==> src/rtl/mc_ctrl_pkg.sv <==
// Shared encodings for the multi-cycle RV32I control unit: FSM states,
// opcodes, funct fields and datapath select values.
package mc_ctrl_pkg;

   typedef enum logic [3:0] {
      FETCH   = 4'd0,
      DECODE  = 4'd1,
      MEM_ADR = 4'd2,
      MEM_RD  = 4'd3,
      MEM_WR  = 4'd4,
      MEM_WB  = 4'd5,
      EXEC_R  = 4'd6,
      EXEC_I  = 4'd7,
      ALU_WB  = 4'd8,
      BRANCH  = 4'd9,
      JAL     = 4'd10,
      HALT    = 4'd11
   } state_t;

   // opcodes
   localparam logic [6:0] OP_LOAD   = 7'b0000011;
   localparam logic [6:0] OP_STORE  = 7'b0100011;
   localparam logic [6:0] OP_RTYPE  = 7'b0110011;
   localparam logic [6:0] OP_ITYPE  = 7'b0010011;
   localparam logic [6:0] OP_BRANCH = 7'b1100011;
   localparam logic [6:0] OP_JAL    = 7'b1101111;

   // funct3 / funct7 values of the supported subset
   localparam logic [2:0] F3_ADD  = 3'b000;
   localparam logic [2:0] F3_AND  = 3'b111;
   localparam logic [2:0] F3_OR   = 3'b110;
   localparam logic [2:0] F3_LW   = 3'b010;
   localparam logic [2:0] F3_BEQ  = 3'b000;
   localparam logic [2:0] F3_BNE  = 3'b001;
   localparam logic [6:0] F7_BASE = 7'b0000000;
   localparam logic [6:0] F7_SUB  = 7'b0100000;

   // ALU operations
   localparam logic [2:0] ALU_ADD = 3'b000;
   localparam logic [2:0] ALU_SUB = 3'b001;
   localparam logic [2:0] ALU_AND = 3'b010;
   localparam logic [2:0] ALU_OR  = 3'b011;

   // operand A / operand B selects
   localparam logic [1:0] SRCA_PC    = 2'b00;
   localparam logic [1:0] SRCA_OLDPC = 2'b01;
   localparam logic [1:0] SRCA_RS1   = 2'b10;
   localparam logic [1:0] SRCB_RS2   = 2'b00;
   localparam logic [1:0] SRCB_IMM   = 2'b01;
   localparam logic [1:0] SRCB_FOUR  = 2'b10;

   // immediate formats
   localparam logic [1:0] IMM_I = 2'b00;
   localparam logic [1:0] IMM_S = 2'b01;
   localparam logic [1:0] IMM_B = 2'b10;
   localparam logic [1:0] IMM_J = 2'b11;

   // result mux selects
   localparam logic [1:0] RES_ALUREG = 2'b00;
   localparam logic [1:0] RES_RDATA  = 2'b01;
   localparam logic [1:0] RES_ALUOUT = 2'b10;

endpackage

==> src/rtl/mc_control_fsm_alu_decoder.sv <==
// Maps R/I-type funct fields to an ALU operation and flags combinations
// outside the supported subset. For I-type, f7 is immediate data and ignored.
module alu_decoder
   import mc_ctrl_pkg::*;
(
   input  logic       is_rtype,
   input  logic [2:0] f3,
   input  logic [6:0] f7,
   output logic [2:0] alucntrl,
   output logic       legal
);

   // decode funct fields into an ALU operation and a legality flag
   always_comb begin
      alucntrl = ALU_ADD;
      legal    = 1'b0;
      case (f3)
         F3_ADD: begin
            if (!is_rtype || f7 == F7_BASE) begin
               alucntrl = ALU_ADD;
               legal    = 1'b1;
            end else if (f7 == F7_SUB) begin
               alucntrl = ALU_SUB;
               legal    = 1'b1;
            end
         end
         F3_AND: begin
            if (!is_rtype || f7 == F7_BASE) begin
               alucntrl = ALU_AND;
               legal    = 1'b1;
            end
         end
         F3_OR: begin
            if (!is_rtype || f7 == F7_BASE) begin
               alucntrl = ALU_OR;
               legal    = 1'b1;
            end
         end
         default: ;
      endcase
   end

endmodule

==> src/rtl/mc_control_fsm.sv <==
// Multi-cycle control FSM for the RV32I subset core. Moore outputs from the
// registered state, except pc_write in FETCH and BRANCH which follow inputs.
//
// Memory handshake: mem_req is held high for the whole memory state; a
// transfer completes in the cycle where mem_req and mem_ready are both high,
// and the FSM leaves the memory state on that edge. mem_we qualifies mem_req.
module mc_control_fsm
   import mc_ctrl_pkg::*;
#(
   parameter int unsigned WAIT_LIMIT = 255
) (
   input  logic        clk,
   input  logic        rst,
   input  logic [31:0] instr,
   input  logic        eq,
   input  logic        mem_ready,
   output logic        mem_req,
   output logic        mem_we,
   output logic        adr_src,
   output logic        ir_write,
   output logic        pc_write,
   output logic        reg_write,
   output logic [1:0]  alu_src_a,
   output logic [1:0]  alu_src_b,
   output logic [2:0]  alucntrl,
   output logic [1:0]  imm_src,
   output logic [1:0]  result_src,
   output logic        illegal,
   output logic        bus_err,
   output logic [3:0]  state_dbg
);

   localparam int CW = (WAIT_LIMIT < 2) ? 1 : $clog2(WAIT_LIMIT + 1);

   state_t        state, state_next;
   logic [CW-1:0] wait_cnt;
   logic          waiting, timeout;
   logic [6:0]    opcode, f7;
   logic [2:0]    f3, dec_alu;
   logic          is_rtype, dec_legal;
   logic          unused_fields;

   assign opcode        = instr[6:0];
   assign f3            = instr[14:12];
   assign f7            = instr[31:25];
   assign is_rtype      = (opcode == OP_RTYPE);
   assign unused_fields = ^{instr[24:15], instr[11:7]};
   assign state_dbg     = state;

   alu_decoder u_alu_decoder (
      .is_rtype (is_rtype),
      .f3       (f3),
      .f7       (f7),
      .alucntrl (dec_alu),
      .legal    (dec_legal)
   );

   // a memory-facing state is stalled while mem_ready stays low
   assign waiting = ((state == FETCH) || (state == MEM_RD) || (state == MEM_WR)) && !mem_ready;
   assign timeout = (WAIT_LIMIT != 0) && waiting && ((32'(wait_cnt) + 32'd1) >= WAIT_LIMIT);

   // state register
   always_ff @(posedge clk or posedge rst) begin
      if (rst) state <= FETCH;
      else     state <= state_next;
   end

   // stall counter and sticky bus error
   always_ff @(posedge clk or posedge rst) begin
      if (rst) begin
         wait_cnt <= '0;
         bus_err  <= 1'b0;
      end else begin
         if (waiting && !timeout) wait_cnt <= wait_cnt + CW'(1);
         else                     wait_cnt <= '0;
         if (timeout) bus_err <= 1'b1;
      end
   end

   // next state and datapath controls; strobes are blanked while rst is high
   always_comb begin
      state_next = state;
      mem_req    = 1'b0;
      mem_we     = 1'b0;
      adr_src    = 1'b0;
      ir_write   = 1'b0;
      pc_write   = 1'b0;
      reg_write  = 1'b0;
      alu_src_a  = SRCA_PC;
      alu_src_b  = SRCB_RS2;
      alucntrl   = ALU_ADD;
      imm_src    = IMM_I;
      result_src = RES_ALUREG;
      illegal    = 1'b0;
      case (state)
         FETCH: begin
            mem_req    = 1'b1;
            alu_src_b  = SRCB_FOUR;
            result_src = RES_ALUOUT;
            ir_write   = mem_ready;
            pc_write   = mem_ready;
            if (timeout)        state_next = HALT;
            else if (mem_ready) state_next = DECODE;
         end
         DECODE: begin
            alu_src_a  = SRCA_OLDPC;
            alu_src_b  = SRCB_IMM;
            imm_src    = IMM_B;
            illegal    = 1'b1;
            state_next = FETCH;
            case (opcode)
               OP_LOAD, OP_STORE: if (f3 == F3_LW) begin illegal = 1'b0; state_next = MEM_ADR; end
               OP_RTYPE:  if (dec_legal) begin illegal = 1'b0; state_next = EXEC_R; end
               OP_ITYPE:  if (dec_legal) begin illegal = 1'b0; state_next = EXEC_I; end
               OP_BRANCH: if (f3 == F3_BEQ || f3 == F3_BNE) begin illegal = 1'b0; state_next = BRANCH; end
               OP_JAL:    begin illegal = 1'b0; state_next = JAL; end
               default: ;
            endcase
         end
         MEM_ADR: begin
            alu_src_a  = SRCA_RS1;
            alu_src_b  = SRCB_IMM;
            imm_src    = (opcode == OP_STORE) ? IMM_S : IMM_I;
            state_next = (opcode == OP_STORE) ? MEM_WR : MEM_RD;
         end
         MEM_RD: begin
            mem_req = 1'b1;
            adr_src = 1'b1;
            if (timeout)        state_next = HALT;
            else if (mem_ready) state_next = MEM_WB;
         end
         MEM_WR: begin
            mem_req = 1'b1;
            mem_we  = 1'b1;
            adr_src = 1'b1;
            if (timeout)        state_next = HALT;
            else if (mem_ready) state_next = FETCH;
         end
         MEM_WB: begin
            reg_write  = 1'b1;
            result_src = RES_RDATA;
            state_next = FETCH;
         end
         EXEC_R: begin
            alu_src_a  = SRCA_RS1;
            alu_src_b  = SRCB_RS2;
            alucntrl   = dec_alu;
            state_next = ALU_WB;
         end
         EXEC_I: begin
            alu_src_a  = SRCA_RS1;
            alu_src_b  = SRCB_IMM;
            imm_src    = IMM_I;
            alucntrl   = dec_alu;
            state_next = ALU_WB;
         end
         ALU_WB: begin
            reg_write  = 1'b1;
            state_next = FETCH;
         end
         BRANCH: begin
            alu_src_a  = SRCA_RS1;
            alu_src_b  = SRCB_RS2;
            alucntrl   = ALU_SUB;
            pc_write   = ((f3 == F3_BEQ) && eq) || ((f3 == F3_BNE) && !eq);
            state_next = FETCH;
         end
         JAL: begin
            alu_src_a  = SRCA_OLDPC;
            alu_src_b  = SRCB_FOUR;
            pc_write   = 1'b1;
            state_next = ALU_WB;
         end
         HALT: state_next = HALT;
         default: state_next = FETCH;
      endcase
      if (rst) begin
         mem_req   = 1'b0;
         mem_we    = 1'b0;
         ir_write  = 1'b0;
         pc_write  = 1'b0;
         reg_write = 1'b0;
         illegal   = 1'b0;
      end
   end

endmodule

==> config.mk <==
export PLATFORM = sky130hd
export DESIGN_NAME = mc_control_fsm
export DESIGN_NICKNAME = d
export VERILOG_FILES = /design/src/rtl/mc_ctrl_pkg.sv /design/src/rtl/mc_control_fsm_alu_decoder.sv /design/src/rtl/mc_control_fsm.sv
export SDC_FILE = /design/constraint.sdc
export NUM_CORES = 1
export LEC_CHECK = 0
export ABC_AREA = 0
export BUFFER_PORTS_ARGS = -buffer_cell sky130_fd_sc_hd__clkbuf_2
export CORE_MARGIN = 10
export CORE_UTILIZATION = 40
export CTS_BUF_LIST = sky130_fd_sc_hd__clkbuf_2
export DETAILED_ROUTE_END_ITERATION = 6
export GPL_ROUTABILITY_DRIVEN = 0
export PLACE_DENSITY = 0.72
export SLEW_MARGIN = 20
export SYNTH_ARGS = -nofsm -noshare
export SYNTH_HDL_FRONTEND = slang
export SYNTH_SLANG_ARGS = --single-unit
==> constraint.sdc <==
create_clock -name clk -period 3.4 [get_ports clk]
set_input_delay 0.68 -clock clk [delete_from_list [all_inputs] [get_ports clk]]
set_output_delay 0.68 -clock clk [all_outputs]
set_load 0.03 [all_outputs]
==> reports/qor.yml <==
status: "completed"
synth_cell_types: 59
placed_area_mm2: 0.00159
yosysSeqAreaShare_pct: 24.2
cts.sinks: 13
slowest_delay_ns: 0.52
syn_avg_cell_area_um2: 7.85
synth-seq-cells: 13
cts-htree-levels: 1
wirelength_um: 3510
slew_headroom_pct: 59.4
holdWs_ns: 0.419
finClkSkew_ns: 0.0102
clk_latency_ns: 0.28
syn_nets: 209
total_power_uw: 646
die_area_mm2: 0.00607
gr-total-overflow: 0
grt_max_degree: 22
worst_pin_slew_ns: 0.608
numCtsBuffers: 3
dp_hpwl_um: 2750
critPathMaxFanout: 2
final_area_mm2: 0.00162
crit_buf_inv: 2
fin_nets: 249
fmax_ghz: 0.302
final_common_cell: "clkbuf_2"
ir_drop_mv: 0.209
async_flop_share_pct: 100
r2r_slack_ns: 1.11
grt_pass1_wl_um: 6160
cts_setup_buffers: 0
final_antenna_net_count: 0
slowest_stage: "or4_4"
route.detailed.drc: 0
netlist_area_mm2: 0.00134
vias_per_cell: 5.48
rsz0062_at_grt: "false"
cts.clk_slew.worst_paths_ns: 0.13
postLayoutCoreUtil_pct: 51.8
end_kind: "primary output"
required_ns: 2.72
wl_per_cell_um: 13.8
die_w_um: 77.9
reg2reg_depth: 5
yosys_most_used_dff: "dfrtp_1"
path_delay_family: "simple AND/OR/NAND/NOR gates"
drt_iter0_markers: 172
maxCapViolCount: 0
die_height_um: 77.9
p_leak_uw: 0.000717
p_per_area_mw_per_mm2: 399
final_cell_mix: "45 x clkbuf_2, 21 x nor3_1, 15 x nand2_1, 15 x nor2_1, 13 x dfrtp_1"
io_pins: 59
row_count: 20
cts_tree: "built"
numPortBuffers: 42
num_antenna_cells: 0
area_growth_pct: 20.6
dr_total_vias: 1391
cts-root-buf: "clkbuf_2"
track_usage_pct: 11.5
crit_start: "instr[26]"
fin_setup_tns_ns: 0
synth_edf_count: 0
r2r-end: "state_dbg[2]$_DFFE_PP0P_"
crit_arrival_ns: 2.64
yosysWarnings: 0
clock_path_buffers: 2
core-area_mm2: 0.00313
fin_crit_ns: 3.32
critPathLaunchType: "input port"
slew_viol_final: 0
fin_crit_sh_pct: 97.5
crit_top_cell: "or4_4"
grt_antenna_before_repair: 0
cp_num_cells: 7
final_hold_viol_count: 0
drive_above_1_share_pct: 30.5
grt_pass1_vias: 1296
netlist_instances: 171
critPathKind: "in2out"
initial_core_util_pct: 42.9
min_path_type: "in2async"
setup_viol: 0
critical_path.cell_chain: "clkbuf_2 > or4_4 > or4_4 > a31o_1 > a221o_1 > and3_4 > clkbuf_8"
drt-pass1-iter-count: 4
r2r_start: "state_dbg[1]$_DFFE_PP0P_"
crit_end: "illegal"
-- metal layers --
layer / up-vias / track usage (%) / part of all wire (%)
li1: 724 / - / -
met1: 613 / 15.7 / 47
met2: 48 / 16.7 / 42
met3: 6 / 4.26 / 9.4
met4: 0 / 2.51 / 1.0
met5: - / 0 / 0
-- metrics by stage --
step / setup WS (ns) / std cells
after floorplan: 0.150 / 171
after global placement: -0.00646 / 250
after detailed placement: -0.00244 / 250
after CTS: 0.00867 / 254
after global routing: 0.0149 / 254
final: 0.0839 / 254
-- power by group --
part | switching, uW | internal (uW) | total (uW) | leakage (uW)
logic | 239 | 121 | 360 | 0.000525
registers | 35.9 | 168 | 204 | 0.000175
clock network | 50.2 | 31.2 | 81.4 | 0.0000166
total | 325 | 321 | 646 | 0.000717
-- cells in the mapped netlist (all sizes together), types with 3 or more instances --
cell / n / area share, %
nand2b: 5 / 2.9
nand2: 15 / 4.2
buf: 3 / 1.1
nand3: 5 / 1.9
a21oi: 9 / 3.4
inv: 4 / 1.1
nor2: 15 / 4.2
nor3: 23 / 9.3
clkbuf: 6 / 1.7
dfrtp: 13 / 24
nand3b: 3 / 1.7
nor2b: 5 / 2.3
xor2: 4 / 2.6
nor4: 4 / 1.9
and3: 4 / 2.0
xnor2: 3 / 2.0
-- cells by family (layout without fill, tap and decap cells) --
| kind of cell | after synthesis | in the layout | share of synthesized area [%] |
|---|---|---|---|
| AND/OR/NAND/NOR | 97 | 97 | 43.3 |
| AO/OA/AOI/OAI | 38 | 38 | 21.8 |
| flip-flops | 13 | 13 | 24.2 |
| buffers and inverters | 13 | 52 | 3.91 |
| XOR/XNOR | 7 | 7 | 4.57 |
| adder cells (fa/ha/maj) | 2 | 2 | 1.86 |
| other | 1 | 1 | 0.279 |
-- state kept, by name, indices dropped and copies added (netlist names) --
register   flops
state_dbg      4
wait_cnt       8
bus_err        1
-- area by class of cell --
class | instances | area (um^2)
fillers | 303 | 1510
multi-input cells | 145 | 970
flip-flops and latches | 13 | 325
repair buffers | 44 | 234
well taps | 44 | 55.1
clock buffers | 4 | 20.0
inverters | 4 | 15.0
-- worst min-delay path: stages --
cell      delay (ns)
clkbuf_2        0.12
inv_1           0.06
buf_4           0.21
-- worst min path at each step --
stage | to | slack (ns) | cells after the start | start
finish | wait_cnt[4]$_DFF_PP0_ | 0.42 | 3 | rst
global route | wait_cnt[7]$_DFF_PP0_ | 0.43 | 3 | rst
CTS | wait_cnt[2]$_DFF_PP0_ | 0.43 | 3 | rst
detailed placement | bus_err$_DFFE_PP0P_ | 0.48 | 1 | bus_err$_DFFE_PP0P_
global placement | bus_err$_DFFE_PP0P_ | 0.47 | 1 | bus_err$_DFFE_PP0P_
floorplan | wait_cnt[0]$_DFF_PP0_ | 0.55 | 1 | wait_cnt[0]$_DFF_PP0_
-- what timing repair did --
action / in CTS / in global routing
hold buffers: 0 / 0
pin swaps: 0 / 2
gates resized for setup: 2 / 1
setup endpoints to repair: 1 / 1
(Power assumes the default switching activity.)
